`src/rtl/timer_param_pkg.sv`:
```
// rtl/timer_param_pkg.sv - shared state, config-select and default-limit definitions for the phase timer
package timer_param_pkg;

  localparam logic [1:0] ST_IDLE = 2'd0;
  localparam logic [1:0] ST_RUN  = 2'd1;
  localparam logic [1:0] ST_DONE = 2'd2;

  localparam logic CFG_TS = 1'b0;
  localparam logic CFG_TL = 1'b1;

  localparam int TL_DEF_C = 29;
  localparam int TS_DEF_C = 2;

  typedef enum logic [1:0] {
    S_IDLE = ST_IDLE,
    S_RUN  = ST_RUN,
    S_DONE = ST_DONE
  } state_t;

endpackage

```
`src/rtl/timer_cfg_regs.sv`:
```
// rtl/timer_cfg_regs.sv - runtime-loadable long/short limit registers with reset defaults
module timer_cfg_regs
  import timer_param_pkg::*;
#(
  parameter int WIDTH  = 5,
  parameter int TL_DEF = TL_DEF_C,
  parameter int TS_DEF = TS_DEF_C
) (
  input  logic             i_clk,
  input  logic             i_rst,
  input  logic             i_cfg_we,
  input  logic             i_cfg_sel,
  input  logic [WIDTH-1:0] i_cfg_wdata,
  output logic [WIDTH-1:0] o_tl_lim,
  output logic [WIDTH-1:0] o_ts_lim
);

  localparam logic [WIDTH-1:0] TL_RST = WIDTH'(TL_DEF);
  localparam logic [WIDTH-1:0] TS_RST = WIDTH'(TS_DEF);

  logic [WIDTH-1:0] r_tl_lim;
  logic [WIDTH-1:0] r_ts_lim;

  // Writes bypass the counter's stop/sc priority and always land.
  always_ff @(posedge i_clk) begin
    if (i_rst) begin
      r_tl_lim <= TL_RST;
      r_ts_lim <= TS_RST;
    end else if (i_cfg_we) begin
      case (i_cfg_sel)
        CFG_TL:  r_tl_lim <= i_cfg_wdata;
        CFG_TS:  r_ts_lim <= i_cfg_wdata;
        default: ;
      endcase
    end
  end

  assign o_tl_lim = r_tl_lim;
  assign o_ts_lim = r_ts_lim;

endmodule

```
`src/rtl/timer_param.sv`:
```
// rtl/timer_param.sv - phase timer with loadable limits, pause, abort and optional periodic reload
module timer_param
  import timer_param_pkg::*;
#(
  parameter int WIDTH  = 5,
  parameter int TL_DEF = TL_DEF_C,
  parameter int TS_DEF = TS_DEF_C,
  parameter int RELOAD = 0
) (
  input  logic             i_clk,
  input  logic             i_rst,
  input  logic             i_sc,
  input  logic             i_stop,
  input  logic             i_en,
  input  logic             i_cfg_we,
  input  logic             i_cfg_sel,
  input  logic [WIDTH-1:0] i_cfg_wdata,
  output logic [WIDTH-1:0] o_cnt,
  output logic             o_busy,
  output logic             o_tl,
  output logic             o_ts,
  output logic             o_tl_pulse
);

  state_t           r_state;
  logic [WIDTH-1:0] r_cnt;
  logic             r_tl_q;

  logic [WIDTH-1:0] w_tl_lim;
  logic [WIDTH-1:0] w_ts_lim;
  logic             w_at_lim;
  logic             w_tl;
  logic [WIDTH-1:0] w_cnt_inc;

  timer_cfg_regs #(
    .WIDTH (WIDTH),
    .TL_DEF(TL_DEF),
    .TS_DEF(TS_DEF)
  ) u_cfg (
    .i_clk      (i_clk),
    .i_rst      (i_rst),
    .i_cfg_we   (i_cfg_we),
    .i_cfg_sel  (i_cfg_sel),
    .i_cfg_wdata(i_cfg_wdata),
    .o_tl_lim   (w_tl_lim),
    .o_ts_lim   (w_ts_lim)
  );

  assign w_at_lim  = (r_cnt >= w_tl_lim);
  // Only used while r_cnt < tl_lim, so it cannot wrap.
  assign w_cnt_inc = r_cnt + WIDTH'(1);
  assign w_tl      = (r_state != S_IDLE) && w_at_lim;

  always_ff @(posedge i_clk) begin
    if (i_rst) begin
      r_state <= S_IDLE;
      r_cnt   <= '0;
      r_tl_q  <= 1'b0;
    end else begin
      r_tl_q <= w_tl;
      if (i_stop) begin
        r_state <= S_IDLE;
        r_cnt   <= '0;
      end else if (i_sc) begin
        r_state <= S_RUN;
        r_cnt   <= '0;
      end else begin
        case (r_state)
          S_RUN: begin
            if (w_at_lim) begin
              if (RELOAD == 0) begin
                r_state <= S_DONE;
              end else if (i_en) begin
                r_cnt <= '0;
              end
            end else if (i_en) begin
              r_cnt <= w_cnt_inc;
            end
          end
          default: ;
        endcase
      end
    end
  end

  assign o_cnt      = r_cnt;
  assign o_busy     = (r_state == S_RUN);
  assign o_tl       = w_tl;
  assign o_ts       = (r_state != S_IDLE) && (r_cnt == w_ts_lim);
  assign o_tl_pulse = w_tl && !r_tl_q;

endmodule
```
`config.mk`:
```
export PLATFORM = sky130hd
export DESIGN_NAME = timer_param
export DESIGN_NICKNAME = d
export VERILOG_FILES = /design/src/rtl/timer_param_pkg.sv /design/src/rtl/timer_cfg_regs.sv /design/src/rtl/timer_param.sv
export SDC_FILE = /design/constraint.sdc
export NUM_CORES = 1
export LEC_CHECK = 0
export ABC_AREA = 1
export CAP_MARGIN = 30
export CORE_UTILIZATION = 49
export CTS_CLUSTER_SIZE = 30
export DETAILED_ROUTE_END_ITERATION = 7
export GPL_TIMING_DRIVEN = 0
export PLACE_DENSITY = 0.77
export RECOVER_POWER = 50
export SYNTH_ARGS = -nofsm -noshare
export SYNTH_HDL_FRONTEND = slang
export SYNTH_SLANG_ARGS = --single-unit
```
`constraint.sdc`:
```
create_clock -name i_clk -period 1.9 [get_ports i_clk]
set_clock_uncertainty 0.1 [all_clocks]
set_input_delay 0.285 -clock i_clk [delete_from_list [all_inputs] [get_ports i_clk]]
set_output_delay 0.285 -clock i_clk [all_outputs]
set_load 0.02 [all_outputs]
```
==> impl_summary.md <==
Floorplanning
The die is 46.8 um wide. The die height is 46.8 um. The region available for standard cell placement spans 0.00180 sq mm. The top-level port count is 21.

The number of placement rows is 15. The initial standard-cell utilization of the core is 54.5%. The die covers 0.00219 sq mm.

Logic synthesis
The number of storage elements in the synthesis netlist is 18. The cell area after synthesis is 982 sq um. The post-synthesis net count is 154. The share of the synthesized area in the top cell type is 36.7%.

The register area share after synthesis is 36.7%. The count of cell types in the netlist is 22. Ranked by total cell area, the synthesized netlist is headed by sky130_fd_sc_hd__dfxtp_1, sky130_fd_sc_hd__nand2_1, sky130_fd_sc_hd__inv_1. The library cell with the largest summed area after synthesis is sky130_fd_sc_hd__dfxtp_1.

Dividing the synthesized area by the synthesized cell count gives 7.22 sq um. During synthesis, Yosys emitted a total of 0 warnings. In the synthesized netlist, the number of instances is 136.

Place
Once detailed placement completed, the half-perimeter wirelength came to 1630 um. Buffers placed on the I/O ports in this run total 20. The post-placement setup slack is -469 ps. The final weighted congestion in routability-driven placement is 0.824.

The number of placed instances, taps included, is 181.

Clock network
The deepest clock path buffer count is 2. The clock tree from TritonCTS is yes. The clock sink total is 18.

Clock-pin slew was measured on the worst setup and hold paths at 100 ps. In this run the clock root is driven by a sky130_fd_sc_hd__clkbuf_4. TritonCTS created 3 clock buffers. In this run the number of H-tree levels came out at 1.

The insertion delay to the later sink of the worst-skew pair is 300 ps.

STA
The final hold violation count was 0. In this run the tightest slew margin relative to its limit is 79.4%. Setup total negative slack on the finished layout was measured at -127 ps. Setup repair after global routing could not meet its margin everywhere. The total setup violations reported at the end of the flow is 2. The clock period minus final worst setup slack is 1970 ps. The final critical-path share of the clock period is 104%. The worst slack on hold paths is 407 ps. The count of pins over their slew limit came to 0. Based on the critical path, the design can be clocked at up to 508 MHz. At the pin with the least slew margin, the transition time is 308 ps. After layout, the worst setup slack is -70.0 ps.

Drt
The number of search-and-repair iterations in the first detailed-routing pass is 4. The count of nets left with antenna violations once routing finished came out at 0. For this block, the routed nets add up to 2490 um of wire. The detailed router placed 1017 vias in this run. The routed length per instance is 12.7 um. The via density per instance is 5.19.

In this run, the number of DRC markers left after iteration 0 of detailed routing was 28. After detailed routing, the number of remaining DRC violations is 0.

Critical path
The most critical setup path has its startpoint at u_cfg.o_tl_lim[1]$_SDFFE_PP0P_. The worst setup path is launched from a register. The number of cells on the worst reg-to-reg path is 10. The endpoint identified for the worst register-to-register timing path is r_state[0]$_SDFFE_PP0P_.

The setup check on the worst reg-to-reg path leaves a slack of 260 ps. The worst setup path endpoint is o_tl_pulse. For the worst setup path, the data arrival time is 1590 ps. The startpoint-to-endpoint class of the critical path is reg2out. The worst setup path is captured at an output pin. The required time of the critical path is 1510 ps. Of all nets on the critical path, the largest fanout is 3. The launch instance of the worst register-to-register path is o_cnt[1]$_SDFFE_PP0P_.

GRT
The met3 track utilization from global routing is 5.38%. The initial antenna violation count was 0. The total routing resource utilization after global routing is 25.9%. The met2 routing resource usage after global routing is 45.6%.

The number of global-route vias before repair came to 907. The remaining global-route overflow is 0. The met1 track demand over resource in global routing is 29.2%.

The wire length of the first global-routing pass is 3860 um. Entering global routing, the biggest net connects 11 pins. The global routing stage identified its most utilized layer as met2.

Finish
The net count reported at finish is 190. The finished layout holds 196 standard cells, fillers aside. The area growth from synthesis to layout is 45.2%. The repair_antennas step left the layout with diodes totalling 0. The top cell types in the final layout, fill and taps aside, are sky130_fd_sc_hd__nand2_1, sky130_fd_sc_hd__inv_1, sky130_fd_sc_hd__nor2_1, sky130_fd_sc_hd__clkdlybuf4s50_1, sky130_fd_sc_hd__buf_4. The fraction of final layout cells sized beyond drive strength 1 is 30.4%.

The most common cell after layout, fill and taps aside is sky130_fd_sc_hd__nand2_1. The share of the core filled with cells in the final layout is 79.2%. After filler insertion, the fill cell instance count of the layout stands at 131.

Hold path
The path class of the lowest-slack min-delay path is reg2reg.

Power
The worst-case IR drop observed on VDD is 495 uV. The static leakage power is 0.652 nW. The power density relative to cell area is 522 mW/mm^2.

Flow run
Max-cap violations in this run came to 0.

Run status
The flow ran to the end, but the final reports show violations. The checks that failed: negative setup slack.
cell type report:
class	instances	area, sq um	area share (%)
Buffer	1	7.51	0.526
Clock buffer	4	36.3	2.54
Inverter	23	88.8	6.23
Multi-Input combinational cell	94	614	43.1
Sequential cell	18	375	26.3
Tap cell	25	31.3	2.19
Timing Repair Buffer	31	273	19.1
synthesized netlist by cell type, drive strengths merged:
cell / number
o21ai: 6
nand4: 5
o2111ai: 2
a21oi: 8
clkinv: 1
inv: 22
nand3: 6
ha: 6
xor2: 1
xnor2: 2
nand2: 33
buf: 1
o211ai: 3
nor2: 20
or2: 2
dfxtp: 18
timing repair:
item	4_1_cts	5_1_grt
cloned	0	0
endpoints found under the setup margin	3	4
buffers inserted	7	4
resized for setup	40	8
hold buffers	0	0
endpoints found under the hold margin	0	0
pin swaps	7	7
how the worst min path moves through the flow:
stage / cells after the start / start / to / slack, ps
6_report: 2 / u_cfg.o_tl_lim[1]$_SDFFE_PP0P_ / u_cfg.o_tl_lim[1]$_SDFFE_PP0P_ / 410
5_1_grt: 2 / u_cfg.o_tl_lim[1]$_SDFFE_PP0P_ / u_cfg.o_tl_lim[1]$_SDFFE_PP0P_ / 420
3_3_place_gp: 2 / u_cfg.o_tl_lim[1]$_SDFFE_PP0P_ / u_cfg.o_tl_lim[1]$_SDFFE_PP0P_ / 360
2_1_floorplan: 1 / i_rst / r_tl_q$_SDFF_PP0_ / 260
4_1_cts: 2 / u_cfg.o_tl_lim[1]$_SDFFE_PP0P_ / u_cfg.o_tl_lim[1]$_SDFFE_PP0P_ / 400
3_5_place_dp: 2 / u_cfg.o_tl_lim[1]$_SDFFE_PP0P_ / u_cfg.o_tl_lim[1]$_SDFFE_PP0P_ / 380
registers in the layout, indices dropped and copies added (netlist names):
signal and flops:
o_cnt 5, u_cfg.o_ts_lim 5, r_tl_q 1, r_state 2, u_cfg.o_tl_lim 5
critical path: stages, from the launching register on:
cell and delay (ps):
sky130_fd_sc_hd__dfxtp_2 330, sky130_fd_sc_hd__inv_1 50, sky130_fd_sc_hd__ha_1 290, sky130_fd_sc_hd__nand2_2 80, sky130_fd_sc_hd__nor2_4 90, sky130_fd_sc_hd__nand2_2 80
sky130_fd_sc_hd__nand3_4 80, sky130_fd_sc_hd__o21ai_4 70, sky130_fd_sc_hd__nor2_2 100, sky130_fd_sc_hd__buf_6 120
through the flow:
step,cell area (sq um),power (W)
after floorplan,985,0.000460
after global placement,1220,0.000498
after detailed placement,1220,0.000501
after CTS,1390,0.000737
after global routing,1430,0.000783
final,1430,0.000744
metal layers:
layer  part of all wire, %  wire [um]
met1                    41       1030
met5                     0          0
met3                   4.6        114
met4                   2.3         58
met2                    52       1280
cells by family after synthesis:
group | after synthesis | share of synthesized area (%)
adders and majority gates | 6 | 7.64
buffers and inverters | 24 | 9.30
and+or+nand+nor | 66 | 31.3
AOI/OAI and AO/OA | 19 | 12.4
DFF | 18 | 36.7
xor gates and xnor gates | 3 | 2.68
power by group:
part / switching, W / internal [W]
combinational: 0.0000539 / 0.0000513
sequential: 0.0000106 / 0.000391
clock: 0.000120 / 0.000117
Note: power is estimated with default switching activity, not from simulation.
